## src/rtl/lif_scheduler.sv

```systemverilog
// ============================================================================
//  Module      : lif_scheduler
//  Description : Time-multiplexed leaky-integrate-and-fire scheduler sharing
//                one update datapath across N_NEURONS neurons.
//                Optional macro LIF_SCHED_RESET_ON_SPIKE_EN: zero a neuron's
//                state after it fires.
//  Revision    : 1.0 - initial release
// ============================================================================
`default_nettype none

module lif_scheduler #(
    parameter int N_NEURONS = 4,
    parameter int WIDTH     = 8,
    parameter int IDX_W     = 2
) (
    input  logic                 clk,
    input  logic                 reset,
    input  logic                 step,
    input  logic [WIDTH-1:0]     threshold,
    output logic                 cur_req,
    output logic [IDX_W-1:0]     cur_idx,
    input  logic                 cur_valid,
    input  logic [WIDTH-1:0]     cur_data,
    output logic                 busy,
    output logic                 done,
    output logic [N_NEURONS-1:0] spike_vec,
    input  logic [IDX_W-1:0]     rd_idx,
    output logic [WIDTH-1:0]     rd_state
);

    localparam logic [1:0] S_IDLE   = 2'd0;
    localparam logic [1:0] S_FETCH  = 2'd1;
    localparam logic [1:0] S_UPDATE = 2'd2;
    localparam logic [1:0] S_DONE   = 2'd3;

    localparam logic [IDX_W-1:0] c_LAST = IDX_W'(N_NEURONS - 1);
    localparam logic [IDX_W:0]   c_NUM  = (IDX_W + 1)'(N_NEURONS);

    logic [1:0]           r_fsm;
    logic [1:0]           w_fsm_nxt;
    logic [IDX_W-1:0]     r_idx;
    logic [WIDTH-1:0]     r_thr;
    logic [WIDTH-1:0]     r_cur;
    logic [WIDTH-1:0]     r_state [N_NEURONS];
    logic [N_NEURONS-1:0] r_spike_vec;

    logic [WIDTH:0]       w_sum;
    logic [WIDTH-1:0]     w_next;
    logic                 w_spike;
    logic                 w_last;

    // Leak is a right shift by one; the extra sum bit flags saturation.
    assign w_sum   = {1'b0, r_cur} + {2'b00, r_state[r_idx][WIDTH-1:1]};
    assign w_next  = w_sum[WIDTH] ? {WIDTH{1'b1}} : w_sum[WIDTH-1:0];
    assign w_spike = (w_next >= r_thr);
    assign w_last  = (r_idx == c_LAST);

    assign cur_idx   = r_idx;
    assign spike_vec = r_spike_vec;
    assign rd_state  = ({1'b0, rd_idx} < c_NUM) ? r_state[rd_idx] : {WIDTH{1'b0}};

    always_ff @(posedge clk) begin
        if (reset) begin
            r_fsm <= S_IDLE;
        end else begin
            r_fsm <= w_fsm_nxt;
        end
    end

    always_comb begin
        w_fsm_nxt = r_fsm;
        busy      = 1'b1;
        done      = 1'b0;
        cur_req   = 1'b0;
        case (r_fsm)
            S_IDLE: begin
                busy = 1'b0;
                if (step) begin
                    w_fsm_nxt = S_FETCH;
                end
            end
            S_FETCH: begin
                cur_req = 1'b1;
                if (cur_valid) begin
                    w_fsm_nxt = S_UPDATE;
                end
            end
            S_UPDATE: begin
                w_fsm_nxt = w_last ? S_DONE : S_FETCH;
            end
            S_DONE: begin
                done      = 1'b1;
                w_fsm_nxt = S_IDLE;
            end
            default: begin
                w_fsm_nxt = S_IDLE;
            end
        endcase
    end

    always_ff @(posedge clk) begin
        if (reset) begin
            r_idx       <= '0;
            r_thr       <= '0;
            r_cur       <= '0;
            r_spike_vec <= '0;
            for (int i = 0; i < N_NEURONS; i++) begin
                r_state[i] <= '0;
            end
        end else begin
            case (r_fsm)
                S_IDLE: begin
                    if (step) begin
                        r_thr       <= threshold;
                        r_spike_vec <= '0;
                        r_idx       <= '0;
                    end
                end
                S_FETCH: begin
                    if (cur_valid) begin
                        r_cur <= cur_data;
                    end
                end
                S_UPDATE: begin
                    if (w_spike) begin
                        r_spike_vec[r_idx] <= 1'b1;
                    end
`ifdef LIF_SCHED_RESET_ON_SPIKE_EN
                    r_state[r_idx] <= w_spike ? {WIDTH{1'b0}} : w_next;
`else
                    r_state[r_idx] <= w_next;
`endif
                    if (!w_last) begin
                        r_idx <= r_idx + IDX_W'(1);
                    end
                end
                default: begin
                end
            endcase
        end
    end

endmodule

`default_nettype wire

```

## config.mk

```make
export PLATFORM = sky130hd
export DESIGN_NAME = lif_scheduler
export DESIGN_NICKNAME = d
export VERILOG_FILES = /design/src/rtl/lif_scheduler.sv
export SDC_FILE = /design/constraint.sdc
export NUM_CORES = 1
export LEC_CHECK = 0
export ABC_AREA = 1
export CORE_ASPECT_RATIO = 0.5
export CORE_MARGIN = 2
export CORE_UTILIZATION = 50
export DETAILED_ROUTE_END_ITERATION = 12
export PLACE_DENSITY = 0.85
export SLEW_MARGIN = 20
export SYNTH_ARGS = -nofsm -noshare
export SYNTH_HDL_FRONTEND = slang
export SYNTH_SLANG_ARGS = --single-unit
```

## constraint.sdc

```tcl
create_clock -name clk -period 3.2 [get_ports clk]
set_clock_uncertainty 0.1 [all_clocks]
set_input_delay 0.64 -clock clk [delete_from_list [all_inputs] [get_ports clk]]
set_output_delay 0.64 -clock clk [all_outputs]
set_load 0.05 [all_outputs]
```

# Word-level counts from Yosys, hierarchy flattened

Memory sizes are Yosys's and may differ from the RTL's. A register that Yosys moved wholly into a read port is not among the register bits.
Index checks and enable logic that the tools add are counted.

Order comparisons: 3
Div/mod/pow operators: 0
Equality and inequality tests: 8
Shift operators: 0
Reductions and logical operators: 9
$mul: 0
Muxes and demuxes: 26
Bitwise operators: 1
$add $sub $neg: 2

Operators by type and width:

| cell                                                | number |
|---|---|
| 2-to-1 mux 2 bit                                    | 8 |
| 2-to-1 mux 8 bit                                    | 2 |
| 2-to-1 mux 1 bit                                    | 10 |
| adder 8 x 7 -> 9 bit                                | 1 |
| >= comparator 8 bit                                 | 1 |
| 2-to-1 mux 4 bit                                    | 2 |
| inequality test 2 bit, second input constant        | 4 |
| case mux 2 bit (4 select lines)                     | 1 |
| case mux 4 bit (2 select lines)                     | 1 |
| OR reduction 8 bit                                  | 1 |
| equality test 2 bit, second input constant          | 3 |
| AND reduction 2 bit                                 | 3 |
| AND reduction 3 bit                                 | 2 |
| bitwise OR 4 bit                                    | 1 |
| case mux 2 bit (2 select lines)                     | 1 |
| < comparator 2 x 3 -> 1 bit, second input constant  | 1 |
| adder 2 x 1 -> 2 bit, second input constant         | 1 |
| demux 1 bit (select 2 bit)                          | 1 |
| equality test 2 x 1 -> 1 bit, second input constant | 1 |
| >= comparator 2 x 1 -> 1 bit, second input constant | 1 |
| zero test 2 bit                                     | 1 |
| nonzero test 2 bit                                  | 1 |
| logical AND 1 bit                                   | 1 |

Bits in read-only memories: 0
Word-level logic and storage cells: 55
RAM bits: 32
Memories kept: 1
Register bits after elaboration: 24
Latch bits: 0
Input bits: 22

Memories:

| memory  | depth | bits a word | rd ports | clocked after memory_dff | wr ports | RTL line | text |
|---|---|---|---|---|---|---|---|
| r_state | 4     | 8           | 2        | 1                        | 4        | 44       | `logic [WIDTH-1:0] r_state [N_NEURONS];` |

# Depth between registers and ports, before layout

Word-level depth: 7
Gate-level depth with buffers: 23

# Worst setup path before layout

No wires, ideal clock.

Path type: reg2reg
Start: register with a tool-made name
End: register r_spike_vec[3], in the netlist spike_vec[3]
Setup slack: 0.164 ns
Period minus slack after synthesis: 3.036 ns
Path buffers: 1
Library setup time: 0.117 ns
Arrival time: 2.818 ns
Cell stages (with the launch flop): 21
Path through: dfxtp_1 inv_1 clkbuf_1 nor2_1 o22ai_1 ha_1 fa_1 nand3_1 nand2_1 a21oi_4 nand3_2 ha_1 nand2_1 inv_1 nor2_1 o21a_1 nand2_1 nand2_1 nand2_1 nand2_1 a21oi_1

RTL lines:

| element                         | RTL line | text |
|---|---|---|
| to (signal assigned)            | 106      | `r_spike_vec <= '0;` |
| to (signal assigned)            | 115      | `r_spike_vec <= '0;` |
| to (signal, indexed assignment) | 126      | `r_spike_vec[r_idx] <= 1'b1;` |
| to (decl)                       | 45       | `logic [N_NEURONS-1:0] r_spike_vec;` |

==> results.json <==
{
  "antenna_found_initial": 0,
  "crit_top_cell": "nand2_1",
  "vias_per_cell": 5.526,
  "ys_types": 30,
  "powerDensity_nw_per_um2": 593.2,
  "firstDrtPassIters": 5,
  "synth_area_leader_cell": "edfxtp_1",
  "clkLatencyLatePin_ns": 0.34,
  "finalHoldViolCount": 0,
  "postSynthCellCount": 393,
  "synth_xor_area_frac": 0.005495,
  "syn_nets": 435,
  "met2_length_mm": 3.944,
  "cp_slowest_cell": "dfxtp_4",
  "avgSynthCellArea_sq_um": 8.112,
  "drc": 0,
  "status": "complete, no violations",
  "timing.hold.ws_ns": 0.3497,
  "ys_seq_area_frac": 0.4647,
  "p_total_w": 0.002535,
  "synth_area_leaders": "edfxtp_1, dfxtp_1, nand2_1",
  "die-area_sq_um": 7070,
  "min_period_over_period": 0.9776,
  "ys_ff_latch": 58,
  "chipHeight_microns": 60.47,
  "worst_setup_path_start_kind": "register",
  "ant_nets": 0,
  "routedWlPerCell_microns": 16.60,
  "yosysTopAreaCellShare": 0.3014,
  "switching_share": 0.3178,
  "drive_gt1_frac": 0.1659,
  "grt_max_degree": 18,
  "synth_edf_count": 32,
  "wl_mm": 8.964,
  "min_period_ns": 3.128,
  "crit_family": "compound AO/OA/AOI/OAI gates",
  "yosys_warnings": 0,
  "slowest_delay_ns": 0.37,
  "clock-sinks": 58,
  "num_rows": 20,
  "worst_ep_arrival_time_ns": 3.25,
  "vdd_drop_max_mv": 0.3424,
  "wl_met1_mm": 3.758,
  "max_freq_ghz": 0.3197,
  "gp_congestion": 0.8741,
  "cts-root-buf": "clkbuf_16",
  "p_leak_nw": 1.870,
  "ys_async_sr_fraction": 0,
  "portBuffers": 38,
  "overflow": 0,
  "min-delay-path-class": "reg -> reg",
  "die_w_microns": 116.9,
  "cap_violations": 0,
  "track_usage": 0.2477,
  "design_area_sq_um": 4274,
  "timing.final.max_slew_violations": 0,
  "dp_hpwl_mm": 5.912,
  "tritoncts": "yes",
  "areaGrowthSynthToFinish_pct": 34.07,
  "crit_chain": "inv_4, buf_12, o21ai_0, o22ai_1, ha_2, a21oi_4, o22ai_2, a21oi_4, buf_12, nand3_2, ha_1, nand2_1, inv_1, nor2_1, o21a_1, nand2_1, nand2_1, nand2_2, nand2_1, a21oi_1",
  "wl_met3_microns": 999,
  "intPower_w": 0.001729,
  "htree_num_levels": 3,
  "grt_pass1_wl_mm": 12.84,
  "clk_pin_slew_ns": 0.05,
  "num-fill-cells": 442,
  "cts_buffers": 9,
  "nets": 489,
  "synth.most_common_cell": "nand2_1",
  "cts.path.max_buffers": 2,
  "worstSetupPathType": "reg -> reg",
  "synth.area.mux_share": 0,
  "pwr-share-seq": 0.346,
  "finalSetupTns_ns": 0,
  "antennaDiodeCount": 0,
  "first_global_vias": 2554,
  "cts_hold_buf": 0,
  "placed_area_sq_um": 3820,
  "synthTopCellsByCount": "nand2_1, inv_1, nor2_1, o21ai_0, edfxtp_1",
  "finalSetupViolations": 0,
  "synth-main-ff-cell": "edfxtp_1",
  "core_area_sq_um": 6106,
  "max-slew-margin-rel": 0.2943,
  "crit_path_end_kind": "register",
  "dr.max_layer_used": "met4",
  "crit_fanout": 10,
  "vias": 2984,
  "drt_iter0_markers": 313,
  "p_comb_frac": 0.271,
  "syn_area_sq_um": 3188,
  "start_util": 0.5221,
  "path_buf_inv": 4,
  "yosys.area_share.adder": 0.08085,
  "io_pins": 39,
  "synth-simple-area-share": 0.1990,
  "synth_top_family_by_area": "simple AND/OR/NAND/NOR gates",
  "cp.required_ns": 3.32,
  "tightest_slew_ns": 1.052,
  "synth_compound_area_frac": 0.1625,
  "power_frac_clock": 0.384,
  "p_switching_w": 0.0008057
}
[state kept, by name (all words and copies together) (netlist names), named ones only]
name / cells
r_cur: 8
r_fsm: 2
r_state: 32
r_thr: 8
spike_vec: 4
cur_idx: 2
[logic make-up after synthesis]
family / Yosys count
adders and majority gates: 20
AOI/OAI and AO/OA: 93
DFF: 58
xor gates and xnor gates: 2
buffers and inverters: 73
and+or+nand+nor: 147
[cells in the final DEF, fill, tap and decap left out, drive strengths merged, types with 10 or more instances in the layout]
cell type,Yosys,routed
a21oi,31,31
nand3,17,17
edfxtp,32,32
dfxtp,26,26
clkbuf,7,10
o21ai,40,40
inv,64,64
nor2,59,59
nand2,68,68
ha,19,19
buf,2,22
clkdlybuf4s50,0,30
o22ai,16,16
[stage by stage]
stage               worst slack (ns)  instances    util
detailed placement          -0.09140        521  0.6256
CTS                        0.0003804        537  0.6773
floorplan                     0.1643        393       -
finish                       0.07159        540  0.7000
global route                -0.06053        540  0.7000
global placement             0.06485        521  0.6256
[routing by layer]
layer  global-route usage  vias up
li1                     -     1417
met2               0.3906      209
met3              0.07892       27
met4              0.09412        0
met5                    0        -
met1               0.3266     1331
[power groups by stage]
stage | clock network, W | logic (W) | registers (W)
6_report | 0.000972 | 0.000686 | 0.000877
5_1_grt | 0.000999 | 0.000745 | 0.000880
4_1_cts | 0.000965 | 0.000621 | 0.000871
3_5_place_dp | 0 | 0.000612 | 0.000884
3_3_place_gp | 0 | 0.000594 | 0.000882
2_1_floorplan | 0 | 0.000377 | 0.000895
[worst register-to-register path, stage by stage, from the launching register on]
cell     delay, ns
dfxtp_4       0.37
inv_4         0.08
buf_12        0.12
o21ai_0       0.08
o22ai_1       0.21
ha_2          0.36
a21oi_4       0.19
o22ai_2       0.12
a21oi_4       0.17
buf_12        0.15
nand3_2       0.08
ha_1          0.29
nand2_1       0.07
inv_1         0.03
nor2_1        0.09
o21a_1        0.13
nand2_1       0.05
nand2_1       0.07
nand2_2       0.09
nand2_1       0.12
a21oi_1       0.06
[worst paths after layout]
| check | from | to | slack (ns) | depth (start not counted) |
|---|---|---|---|---|
| worst max-delay path | register | spike_vec[1] | 0.07 | 20 |
| worst min register to register | spike_vec[3] | spike_vec[3] | 0.35 | 2 |
| worst min-delay path | spike_vec[3] | spike_vec[3] | 0.35 | 2 |
| worst max register to register | register | spike_vec[1] | 0.07 | 20 |
[area by class of cell]
cell class                      count  area [sq um]  share of cell area
Multi-Input combinational cell    262          1535              0.3592
Sequential cell                    58          1489              0.3484
Timing Repair Buffer               52         591.8              0.1385
Inverter                           64         242.7             0.05679
Clock buffer                       10         239.0             0.05591
Tap cell                           88         110.1             0.02576
Clock inverter                      6         66.31             0.01552
[what timing repair did]
action                     CTS  global route
setup endpoints to repair    4             4
gates resized for setup      6            27
pin swaps                    1             9
cloned                       0             1
buffers inserted             0             2
(Power assumes the default switching activity.)
